--- config.mk ---
export PLATFORM = sky130hd
export DESIGN_NAME = mem_port_arbiter
export DESIGN_NICKNAME = d
export VERILOG_FILES = /design/src/rtl/mem_port_arbiter.sv
export SDC_FILE = /design/constraint.sdc
export NUM_CORES = 1
export LEC_CHECK = 0
export BUFFER_PORTS_ARGS = -buffer_cell sky130_fd_sc_hd__buf_2
export CAP_MARGIN = 20
export CORE_AREA = 3 3 105 107
export DETAILED_ROUTE_END_ITERATION = 12
export DIE_AREA = 0 0 108 110
export PLACE_DENSITY = 0.7
export SLEW_MARGIN = 20
export SYNTH_ARGS = -nofsm -noshare
export SYNTH_HDL_FRONTEND = slang
export SYNTH_SLANG_ARGS = --single-unit
--- constraint.sdc ---
create_clock -name clk -period 1.9 [get_ports clk]
set_input_delay 0.19 -clock clk [delete_from_list [all_inputs] [get_ports clk]]
set_output_delay 0.19 -clock clk [all_outputs]
set_load 0.02 [all_outputs]
--- src/rtl/mem_port_arbiter.sv ---
// Shares one memory port between instruction fetch (read-only) and data access (read/write).
// Optional macro ARB_ROUND_ROBIN_EN replaces fixed D-over-I priority with alternating priority on ties.
module mem_port_arbiter #(
  parameter int ADDR_W = 32,
  parameter int DATA_W = 32
) (
  input  logic                clk,
  input  logic                rst,
  input  logic                i_read,
  input  logic [ADDR_W-1:0]   i_addr,
  output logic [DATA_W-1:0]   i_rdata,
  output logic                i_resp,
  input  logic                d_read,
  input  logic                d_write,
  input  logic [ADDR_W-1:0]   d_addr,
  input  logic [DATA_W-1:0]   d_wdata,
  input  logic [DATA_W/8-1:0] d_wmask,
  output logic [DATA_W-1:0]   d_rdata,
  output logic                d_resp,
  output logic                mem_read,
  output logic                mem_write,
  output logic [ADDR_W-1:0]   mem_addr,
  output logic [DATA_W-1:0]   mem_wdata,
  output logic [DATA_W/8-1:0] mem_wmask,
  input  logic [DATA_W-1:0]   mem_rdata,
  input  logic                mem_resp
);

  typedef enum logic [1:0] {
    IDLE    = 2'd0,
    SERVE_I = 2'd1,
    SERVE_D = 2'd2
  } state_t;

  state_t state_reg;
  logic   d_req;
  logic   grant_d;

  assign d_req = d_read | d_write;

`ifdef ARB_ROUND_ROBIN_EN
  // 1 = data side held the most recent grant; resets to the fetch side so data wins the first tie.
  logic last_grant_reg;

  assign grant_d = d_req & (~i_read | ~last_grant_reg);

  always_ff @(posedge clk) begin
    if (rst) begin
      last_grant_reg <= 1'b0;
    end else if (state_reg == IDLE) begin
      if (grant_d) begin
        last_grant_reg <= 1'b1;
      end else if (i_read) begin
        last_grant_reg <= 1'b0;
      end
    end
  end
`else
  assign grant_d = d_req;
`endif

  always_ff @(posedge clk) begin
    if (rst) begin
      state_reg <= IDLE;
      mem_read  <= 1'b0;
      mem_write <= 1'b0;
      mem_addr  <= '0;
      mem_wdata <= '0;
      mem_wmask <= '0;
    end else begin
      case (state_reg)
        IDLE: begin
          if (grant_d) begin
            state_reg <= SERVE_D;
            // Simultaneous read and write is treated as a write.
            mem_write <= d_write;
            mem_read  <= d_read & ~d_write;
            mem_addr  <= d_addr;
            mem_wdata <= d_wdata;
            mem_wmask <= d_wmask;
          end else if (i_read) begin
            state_reg <= SERVE_I;
            mem_read  <= 1'b1;
            mem_write <= 1'b0;
            mem_addr  <= i_addr;
            mem_wmask <= '0;
          end else begin
            mem_read  <= 1'b0;
            mem_write <= 1'b0;
          end
        end
        SERVE_I, SERVE_D: begin
          // Address/data/mask stay at their last values after completion.
          if (mem_resp) begin
            state_reg <= IDLE;
            mem_read  <= 1'b0;
            mem_write <= 1'b0;
          end
        end
        default: begin
          state_reg <= IDLE;
          mem_read  <= 1'b0;
          mem_write <= 1'b0;
        end
      endcase
    end
  end

  assign i_resp  = (state_reg == SERVE_I) & mem_resp;
  assign d_resp  = (state_reg == SERVE_D) & mem_resp;
  assign i_rdata = mem_rdata;
  assign d_rdata = mem_rdata;

endmodule
==> reports/metrics.cfg, run 1 <==
[cells_and_area]
final_nets=668
top_regs=mem_addr: 32 flops, mem_wdata: 32 flops, mem_wmask: 4 flops
final_util=0.424
fin_area_um2=4340
area_delta_synth_final_pct=19.9
antenna_cells_inserted=0
layout-drive-gt1-share=0.440

[critical_path]
critPathCaptureType=flop
worst-endpoint-required_ps=2150
crit_type=reg2reg
timing.critical_path.fanout_max=64
worst_r2r_startpoint=state_reg[1]
setup.worst_path.start_class=flop
critPathLaunch=state_reg[1]
worst_ep_arrival_time_ps=1970

[cts]
post_cts_buffers=0
clk_path_buf_depth=2
ctsResizeCount=0
total_clock_buffers_created_by_cts=9
clock-sinks=72
htree_levels=3
cts_tree=built
worst_skew_pair.late_latency_ps=340
clkSlewWorstSetupHoldPaths_ps=90
clockRootBuffer=sky130_fd_sc_hd__clkbuf_8
ctsHoldBuffers=0

[global_routing]
met1_usage_in_global_routing=0.168
global_route.usage.met2=0.293
via_count_of_the_first_global_routing_pass=2945
grt_start_max_net_pins=73
groute.usage.overall=0.157
grt.overflow.total=0
initial_antenna_violation_count=0
global_route.usage.met3=0.0489
first_pass_grt_wire_length_mm=14.7
busiest_layer=met2

[placement]
detailed_place.area_um2=4120
io_port_bufs=177
detailed_place_hpwl_mm=7.39
place.gp.congestion=0.688

[synthesis]
ys_async_sr_fraction=0
synth_cells=430
synth_ff_type=sky130_fd_sc_hd__dfxtp_1
synth-xor-area-share=0
seq_area_frac_synth=0.398
yosysTopAreaCell=sky130_fd_sc_hd__dfxtp_1
ys_top_cells_by_area=sky130_fd_sc_hd__dfxtp_1 (40%), sky130_fd_sc_hd__buf_4 (14%), sky130_fd_sc_hd__a311oi_2 (13%)
netlist-cell-type-count=26
postSynthRegisterBits=72
syn-mean-instance-area_um2=8.42
yosys-mux-area-fraction=0
synthSimpleGateAreaFrac=0.153
synth.most_common_cell=sky130_fd_sc_hd__nand2_1
yosysTopAreaCellShare=0.398
commonest_cells_post_synth=sky130_fd_sc_hd__nand2_1 (99), sky130_fd_sc_hd__dfxtp_1 (72), sky130_fd_sc_hd__buf_4 (66)
synth_compound_gate_area_share=0.248
syn_area_um2=3620
combinational_family_with_the_most_area_after_synthesis=compound AO/OA/AOI/OAI gates
synth.net_count=571
yosysWarnings=0
synth_edf_count=0
synth-adder-area-share=0.0104

[die]
floorplan.io_pins=274
coreArea_um2=10200
die_w_um=108
number_of_placement_rows=37
effective_utilization_at_floorplan=0.354
floorplan.die_area_um2=11900
chipHeight_um=110

[sta]
worst_slew_margin_rel=0.566
setup_skew_ps=14.9
unrepaired_setup_endpoints_after_global_routing=no
setup-violations-final=0
period_needed_ps=1720
achievable-frequency_mhz=583
timing.setup.tns_ps=0
timing_hold_violations_final=0
ratio_of_final_minimum_period_to_clock_period=0.903
drv_slew=0
timing_worst_slew_pin_value_ps=646

[detailed_routing]
via_count=3222
final_routed_wirelength_across_all_metal_layers_mm=10.0
route.detailed.wl_per_inst_um=15.0
drt-vias-per-instance=4.82
detail_route.drc_violations=0
post_route_antenna_net_violation_count=0
detailedRoute.firstIterationViolations=152
drt_pre_antenna_iters=4

[hold_path]
worst_hold_path_startpoint=d_wdata[26]
hold_path_class=in2reg

[job]
max_cap_viol_count=0

[status]
outcome=complete, no violations

[power_and_ir_drop]
power.density_nw_per_um2=1020
power.leakage_nw=1.98
max-vdd-ir-drop_mv=0.377

[logic make-up (layout without fill, tap and decap cells)]
kind of cell,Yosys count,after routing
compound gates,111,111
flops,72,72
buf+inv,101,203
simple gates,143,143
fa+ha+maj,3,3
[report_power, final]
part	switching [mW]	leakage (nW)	internal, mW
combinational	0.800	1.28	0.482
sequential	0.0949	0.596	1.70
clock	0.583	0.103	0.747
total	1.48	1.98	2.93
[metrics by stage]
stage | power (mW) | instances | setup slack (ps) | hold slack [ps]
after floorplan | 2.90 | 430 | 461 | 326
after global placement | 3.09 | 652 | 304 | 380
after detailed placement | 3.13 | 652 | 215 | 380
after CTS | 4.48 | 668 | 182 | 68.1
after global routing | 4.66 | 668 | 54.7 | 57.6
final | 4.41 | 668 | 185 | 82.4
[layout by cell type, fill, tap and decap left out, drive strengths merged]
master,count
dfxtp,72
clkbuf,10
a311oi,32
inv,4
nand2b,1
o31ai,1
clkinv,1
clkinvlp,2
nand3,1
a21oi,37
nor2b,2
nand2,99
o21a,1
a22oi,4
ha,3
buf,184
o31a,1
bufinv,2
nor3,1
nor2,37
and2,2
o21ai,34
o2111ai,1
[worst max-delay path, stage by stage, from the launching register on]
cell	delay [ps]
sky130_fd_sc_hd__dfxtp_1	330
sky130_fd_sc_hd__inv_1	80
sky130_fd_sc_hd__ha_1	290
sky130_fd_sc_hd__o31a_2	230
sky130_fd_sc_hd__buf_12	280
sky130_fd_sc_hd__nor2_1	110
sky130_fd_sc_hd__a311oi_2	260
[path summary, 6_finish.rpt]
check | endpoint | slack, ps | cells after the start
worst max-delay path | mem_addr[7] | 180 | 6
worst min-delay path | mem_wdata[26] | 80 | 3
worst max register to register | mem_addr[7] | 180 | 6
worst min register to register | mem_wdata[18] | 450 | 2
[routing by layer]
layer,part of all wire,vias to the layer above
met5,0,-
met4,0.0079,0
met3,0.086,8
met2,0.52,159
met1,0.39,1477
li1,-,1578
[cell type report]
type / count / area [um^2]
fillers: 1038 / 5890
multi-input cells: 257 / 1500
flip-flops and latches: 72 / 1440
repair buffers: 184 / 1000
well taps: 136 / 170
clock buffers: 10 / 128
clock inverters: 6 / 92.6
inverters: 3 / 11.3
Note: power is estimated with default switching activity, not from simulation.
==> run 2, diff against run 1 <==
--- a/config.mk
+++ b/config.mk
@@ -12,3 +12,5 @@
 export DIE_AREA = 0 0 108 110
+export GPL_TIMING_DRIVEN = 0
 export PLACE_DENSITY = 0.7
+export REMOVE_ABC_BUFFERS = 1
 export SLEW_MARGIN = 20
==> constraint.sdc (replaced) <==
create_clock -name clk -period 1.9 [get_ports clk]
set_input_delay 0.38 -clock clk [delete_from_list [all_inputs] [get_ports clk]]
set_output_delay 0.38 -clock clk [all_outputs]
set_load 0.02 [all_outputs]
==> reports/metrics.cfg, run 2 (same netlist as run 1, synthesis figures left out) <==
[status]
outcome=complete, no violations  ; unchanged

[cells_and_area]
area_delta_synth_final_pct=18.9  ; was 19.9%
multi_input_area_um2=1520  ; was 1500 um^2
antenna_cells_inserted=0  ; unchanged
layout_commonest_cell=sky130_fd_sc_hd__buf_2  ; unchanged
layout-drive-gt1-share=0.441  ; was 0.440
fin_area_um2=4300  ; was 4340 um^2
fillCellCount=1043  ; was 1038
seqCellArea_um2=1440  ; unchanged
final_util=0.421  ; was 0.424
final_nets=665  ; was 668
most-common-layout-cells=sky130_fd_sc_hd__buf_2 (176), sky130_fd_sc_hd__nand2_1 (99), sky130_fd_sc_hd__dfxtp_1 (72)  ; was sky130_fd_sc_hd__buf_2 (177), sky130_fd_sc_hd__nand2_1 (99), sky130_fd_sc_hd__dfxtp_1 (72)
top_regs=mem_addr: 32 flops, mem_wdata: 32 flops, mem_wmask: 4 flops  ; unchanged

[die]
coreArea_um2=10200  ; unchanged
effective_utilization_at_floorplan=0.354  ; unchanged
die_w_um=108  ; unchanged
chipHeight_um=110  ; unchanged
number_of_placement_rows=37  ; unchanged
floorplan.io_pins=274  ; unchanged
floorplan.die_area_um2=11900  ; unchanged

[placement]
place.gp.congestion=0.734  ; was 0.688
detailed_place_hpwl_mm=8.44  ; was 7.39 mm
io_port_bufs=177  ; unchanged
detailed_place.area_um2=4090  ; was 4120 um^2

[global_routing]
initial_antenna_violation_count=0  ; unchanged
via_count_of_the_first_global_routing_pass=3022  ; was 2945
groute.usage.overall=0.176  ; was 0.157
first_pass_grt_wire_length_mm=15.9  ; was 14.7 mm
grt_start_max_net_pins=41  ; was 73
grt.overflow.total=0  ; unchanged

[sta]
setup_skew_ps=12.6  ; was 14.9 ps
achievable-frequency_mhz=564  ; was 583 MHz
ratio_of_final_minimum_period_to_clock_period=0.934  ; was 0.903
worst_slew_margin_rel=0.467  ; was 0.566
unrepaired_setup_endpoints_after_global_routing=no  ; unchanged
timing_worst_slew_pin_value_ps=797  ; was 646 ps
setup-violations-final=0  ; unchanged
timing_hold_violations_final=0  ; unchanged
finalHoldWorstSlack_ps=279  ; was 82.4 ps
period_needed_ps=1770  ; was 1720 ps
drv_slew=0  ; unchanged

[critical_path]
worst_ep_arrival_time_ps=2020  ; was 1970 ps
critPathCaptureType=flop  ; unchanged
timing.critical_path.fanout_max=39  ; was 64
setup.worst_path.start_class=input pin  ; was flop
crit_type=in2reg  ; was reg2reg
worst-endpoint-required_ps=2140  ; was 2150 ps

[detailed_routing]
detailedRoute.firstIterationViolations=231  ; was 152
detail_route.drc_violations=0  ; unchanged
drt-vias-per-instance=4.99  ; was 4.82
via_count=3313  ; was 3222
final_routed_wirelength_across_all_metal_layers_mm=11.0  ; was 10.0 mm
post_route_antenna_net_violation_count=0  ; unchanged
route.detailed.wl_per_inst_um=16.6  ; was 15.0 um
drt_pre_antenna_iters=4  ; unchanged

[cts]
clockRootBuffer=sky130_fd_sc_hd__clkbuf_8  ; unchanged
clock-sinks=72  ; unchanged
htree_levels=3  ; unchanged
post_cts_buffers=0  ; unchanged
cts_tree=built  ; unchanged
total_clock_buffers_created_by_cts=9  ; unchanged
clk_path_buf_depth=2  ; unchanged
clkSlewWorstSetupHoldPaths_ps=80  ; was 90 ps
worst_skew_pair.late_latency_ps=330  ; was 340 ps
ctsHoldBuffers=0  ; unchanged

[power_and_ir_drop]
power.leakage_nw=1.95  ; was 1.98 nW
max-vdd-ir-drop_mv=0.455  ; was 0.377 mV
overall_power_mw=4.26  ; was 4.41 mW
power.density_nw_per_um2=991  ; was 1020 nW/um^2

[hold_path]
hold_path_class=in2reg  ; unchanged

[job]
max_cap_viol_count=0  ; unchanged

run 2: changes by cell type in the layout (fill, tap and decap cells not counted), sizes merged:
| cell | previous run | this run |
|---|---|---|
| inv | 4 | 3 |
| bufinv | 2 | 1 |
| clkinvlp | 2 | 3 |
| buf | 184 | 181 |
run 2: layer usage:
| layer | routed length [um] | up-vias | global-route usage |
|---|---|---|---|
| li1 | - | 1569 | - |
| met1 | 4690 | 1495 | 0.217 |
| met2 | 4250 | 239 | 0.228 |
| met3 | 1980 | 8 | 0.137 |
| met4 | 81 | 2 | 0.0487 |
| met5 | 44 | - | 0.0491 |
run 2: critical path, stage by stage:
cell and delay (ps):
sky130_fd_sc_hd__buf_2 540, sky130_fd_sc_hd__o31a_2 300, sky130_fd_sc_hd__buf_12 210, sky130_fd_sc_hd__buf_12 220, sky130_fd_sc_hd__nor2_1 70, sky130_fd_sc_hd__a311oi_2 240
run 2: stage by stage:
stage | cells | TNS, ps | setup WS [ps]
after floorplan | 332 | -28820 | -901
after global placement | 645 | -82160 | -1680
after detailed placement | 649 | -6240 | -180
after CTS | 664 | 0 | 26.2
after global routing | 664 | 0 | 37.4
final | 664 | 0 | 126
run 2: what timing repair did:
action,in CTS,in global routing
endpoints found under the hold margin,0,0
gates resized for setup,0,3
endpoints found under the setup margin,0,41
run 2: worst paths after layout:
check	startpoint	to	slack, ps	cells after the start
setup / recovery	d_write	mem_addr[9]	130	6
hold / removal	d_wdata[10]	mem_wdata[10]	280	3
setup reg to reg	state_reg[0]	mem_addr[9]	170	7
hold reg to reg	mem_wdata[20]	mem_wdata[20]	450	2
run 2: report_power, final:
group / switching, mW / internal [mW]
clock: 0.551 / 0.633
sequential: 0.0967 / 1.70
combinational: 0.795 / 0.483
run 2: final cells by class:
class,count,area share
multi-input combinational,257,0.354
sequential,72,0.335
timing repair buffer,181,0.224
tap,136,0.0395
clock buffer,10,0.0320
clock inverter,5,0.0134
inverter,3,0.00262
==> run 3, diff against run 2 <==
clock period = 1.95 ns   (was 1.9 ns; I/O delays follow)
==> reports/metrics.cfg, run 3 (same netlist as run 1, synthesis figures left out) <==
[status]
outcome=complete, no violations  ; unchanged

[sta]
timing_hold_violations_final=0  ; unchanged
postLayoutSetupSlackWorst_ps=164  ; was 126 ps
timing.setup.tns_ps=0  ; unchanged
drv_slew=0  ; unchanged
worst_slew_margin_rel=0.461  ; was 0.467
unrepaired_setup_endpoints_after_global_routing=no  ; unchanged
setup_skew_ps=12.3  ; was 12.6 ps
ratio_of_final_minimum_period_to_clock_period=0.916
timing_worst_slew_pin_value_ps=807  ; was 797 ps
period_needed_ps=1790
achievable-frequency_mhz=560
setup-violations-final=0  ; unchanged

[detailed_routing]
detail_route.drc_violations=0  ; unchanged
met3WireLength_mm=2.02  ; was 1.98 mm
via_count=3320  ; was 3313
top_layer_used=met5  ; unchanged
route.detailed.wl_per_inst_um=16.6  ; about the same
final_routed_wirelength_across_all_metal_layers_mm=11.0  ; about the same
post_route_antenna_net_violation_count=0  ; unchanged
detailedRoute.firstIterationViolations=224  ; was 231
drt-vias-per-instance=5.00  ; was 4.99
route.met2.wl_mm=4.24  ; was 4.25 mm
drt-met1-wl_mm=4.66  ; was 4.69 mm
drt_pre_antenna_iters=4  ; unchanged

[cells_and_area]
layout_commonest_cell=sky130_fd_sc_hd__buf_2  ; unchanged
final_nets=665  ; unchanged
final-instance-count-excl-fill=664  ; unchanged
fin_area_um2=4290  ; was 4300 um^2
most-common-layout-cells=sky130_fd_sc_hd__buf_2 (176), sky130_fd_sc_hd__nand2_1 (99), sky130_fd_sc_hd__dfxtp_1 (72)  ; unchanged
fillCellCount=1044  ; was 1043
antenna_cells_inserted=0  ; unchanged
top_regs=mem_addr: 32 flops, mem_wdata: 32 flops, mem_wmask: 4 flops  ; unchanged
area_delta_synth_final_pct=18.6  ; was 18.9%
layout-drive-gt1-share=0.441  ; unchanged

[global_routing]
groute.usage.overall=0.176  ; unchanged
via_count_of_the_first_global_routing_pass=3022  ; unchanged
first_pass_grt_wire_length_mm=15.9  ; unchanged
grt.overflow.total=0  ; unchanged
initial_antenna_violation_count=0  ; unchanged
grt_start_max_net_pins=41  ; unchanged

[die]
chipHeight_um=110  ; unchanged
coreArea_um2=10200  ; unchanged
floorplan.io_pins=274  ; unchanged
floorplan.die_area_um2=11900  ; unchanged
effective_utilization_at_floorplan=0.354  ; unchanged
number_of_placement_rows=37  ; unchanged
die_w_um=108  ; unchanged

[cts]
post_cts_buffers=0  ; unchanged
clk_path_buf_depth=2  ; unchanged
clockRootBuffer=sky130_fd_sc_hd__clkbuf_8  ; unchanged
total_clock_buffers_created_by_cts=9  ; unchanged
clock-sinks=72  ; unchanged
cts_tree=built  ; unchanged
htree_levels=3  ; unchanged
worst_skew_pair.late_latency_ps=330  ; about the same
clkSlewWorstSetupHoldPaths_ps=80  ; about the same

[critical_path]
crit_type=reg2reg  ; was in2reg
rrSetupSlack_ps=160  ; was 170 ps
rr_endpoint=mem_addr[9]  ; unchanged
setup.worst_path.start_class=flop  ; was input pin
worst-endpoint-required_ps=2190  ; was 2140 ps
timing.critical_path.fanout_max=33  ; was 39
worst_r2r_startpoint=state_reg[0]  ; unchanged
critPathCaptureType=flop  ; unchanged
ff2ff_path_depth=7  ; unchanged
worst_ep_arrival_time_ps=2030  ; was 2020 ps

[placement]
dpl_worst_slack_ps=-140  ; was -180 ps
dp_cells=649  ; unchanged
detailed_place.area_um2=4090  ; unchanged
detailed_place_hpwl_mm=8.44  ; unchanged
io_port_bufs=177  ; unchanged
place.gp.congestion=0.734  ; unchanged

[power_and_ir_drop]
max-vdd-ir-drop_mv=0.443  ; was 0.455 mV
power.leakage_nw=1.95  ; about the same
power.density_nw_per_um2=966  ; was 991 nW/um^2
overall_power_mw=4.15  ; was 4.26 mW

[hold_path]
worst_hold_path.num_cells=3  ; unchanged
hold_path_class=in2reg  ; unchanged
worst_hold_path.endpoint=mem_wdata[10]  ; unchanged
worst_hold_path_startpoint=d_wdata[10]  ; unchanged

[job]
max_cap_viol_count=0  ; unchanged

==> run 3: timing repair <==
action                                  in CTS  in global routing
hold buffers                                 0                  0
resized for setup                            0                  2
endpoints found under the setup margin       0                 41
==> run 3: cell type report <==
type                       instances  area (um^2)  share of cell area
inverter                           3         11.3             0.00262
clock buffer                      10          138              0.0321
clock inverter                     5         57.6              0.0134
timing repair buffer             181          963               0.224
sequential                        72         1440               0.336
tap                              136          170              0.0396
multi-input combinational        257         1510               0.352
==> run 3: stage by stage <==
step	util	hold slack, ps
finish	0.420	289
floorplan	-	458
CTS	0.419	264
detailed placement	0.400	443
global route	0.420	260
global placement	0.391	440
==> run 3: how the worst max path moves through the flow <==
| stage | startpoint | end | slack, ps | cells past startpoint |
|---|---|---|---|---|
| after global routing | state_reg[1] | mem_addr[9] | 50 | 7 |
| after floorplan | state_reg[0] | mem_addr[0] | -850 | 5 |
| after global placement | d_write | mem_addr[17] | -1640 | 4 |
| after CTS | state_reg[0] | mem_addr[9] | 80 | 7 |
| after detailed placement | d_write | mem_addr[9] | -140 | 6 |
| final | state_reg[0] | mem_addr[9] | 160 | 7 |
==> run 3: critical path: stages, from the launching register on <==
cell and delay [ps]:
sky130_fd_sc_hd__dfxtp_1 340, sky130_fd_sc_hd__inv_1 80, sky130_fd_sc_hd__ha_2 280, sky130_fd_sc_hd__o31a_2 220, sky130_fd_sc_hd__buf_12 210, sky130_fd_sc_hd__buf_12 220, sky130_fd_sc_hd__nor2_1 70, sky130_fd_sc_hd__a311oi_2 240
==> run 3: power by group <==
group | switching (mW) | internal [mW]
clock network | 0.539 | 0.616
registers | 0.0946 | 1.66
logic | 0.773 | 0.465
total | 1.41 | 2.74
==> run 3: per-layer routing <==
metal | GRT usage | up-vias
met3 | 0.137 | 8
met5 | 0.0491 | -
met1 | 0.217 | 1499
met2 | 0.228 | 242
met4 | 0.0487 | 2
li1 | - | 1569
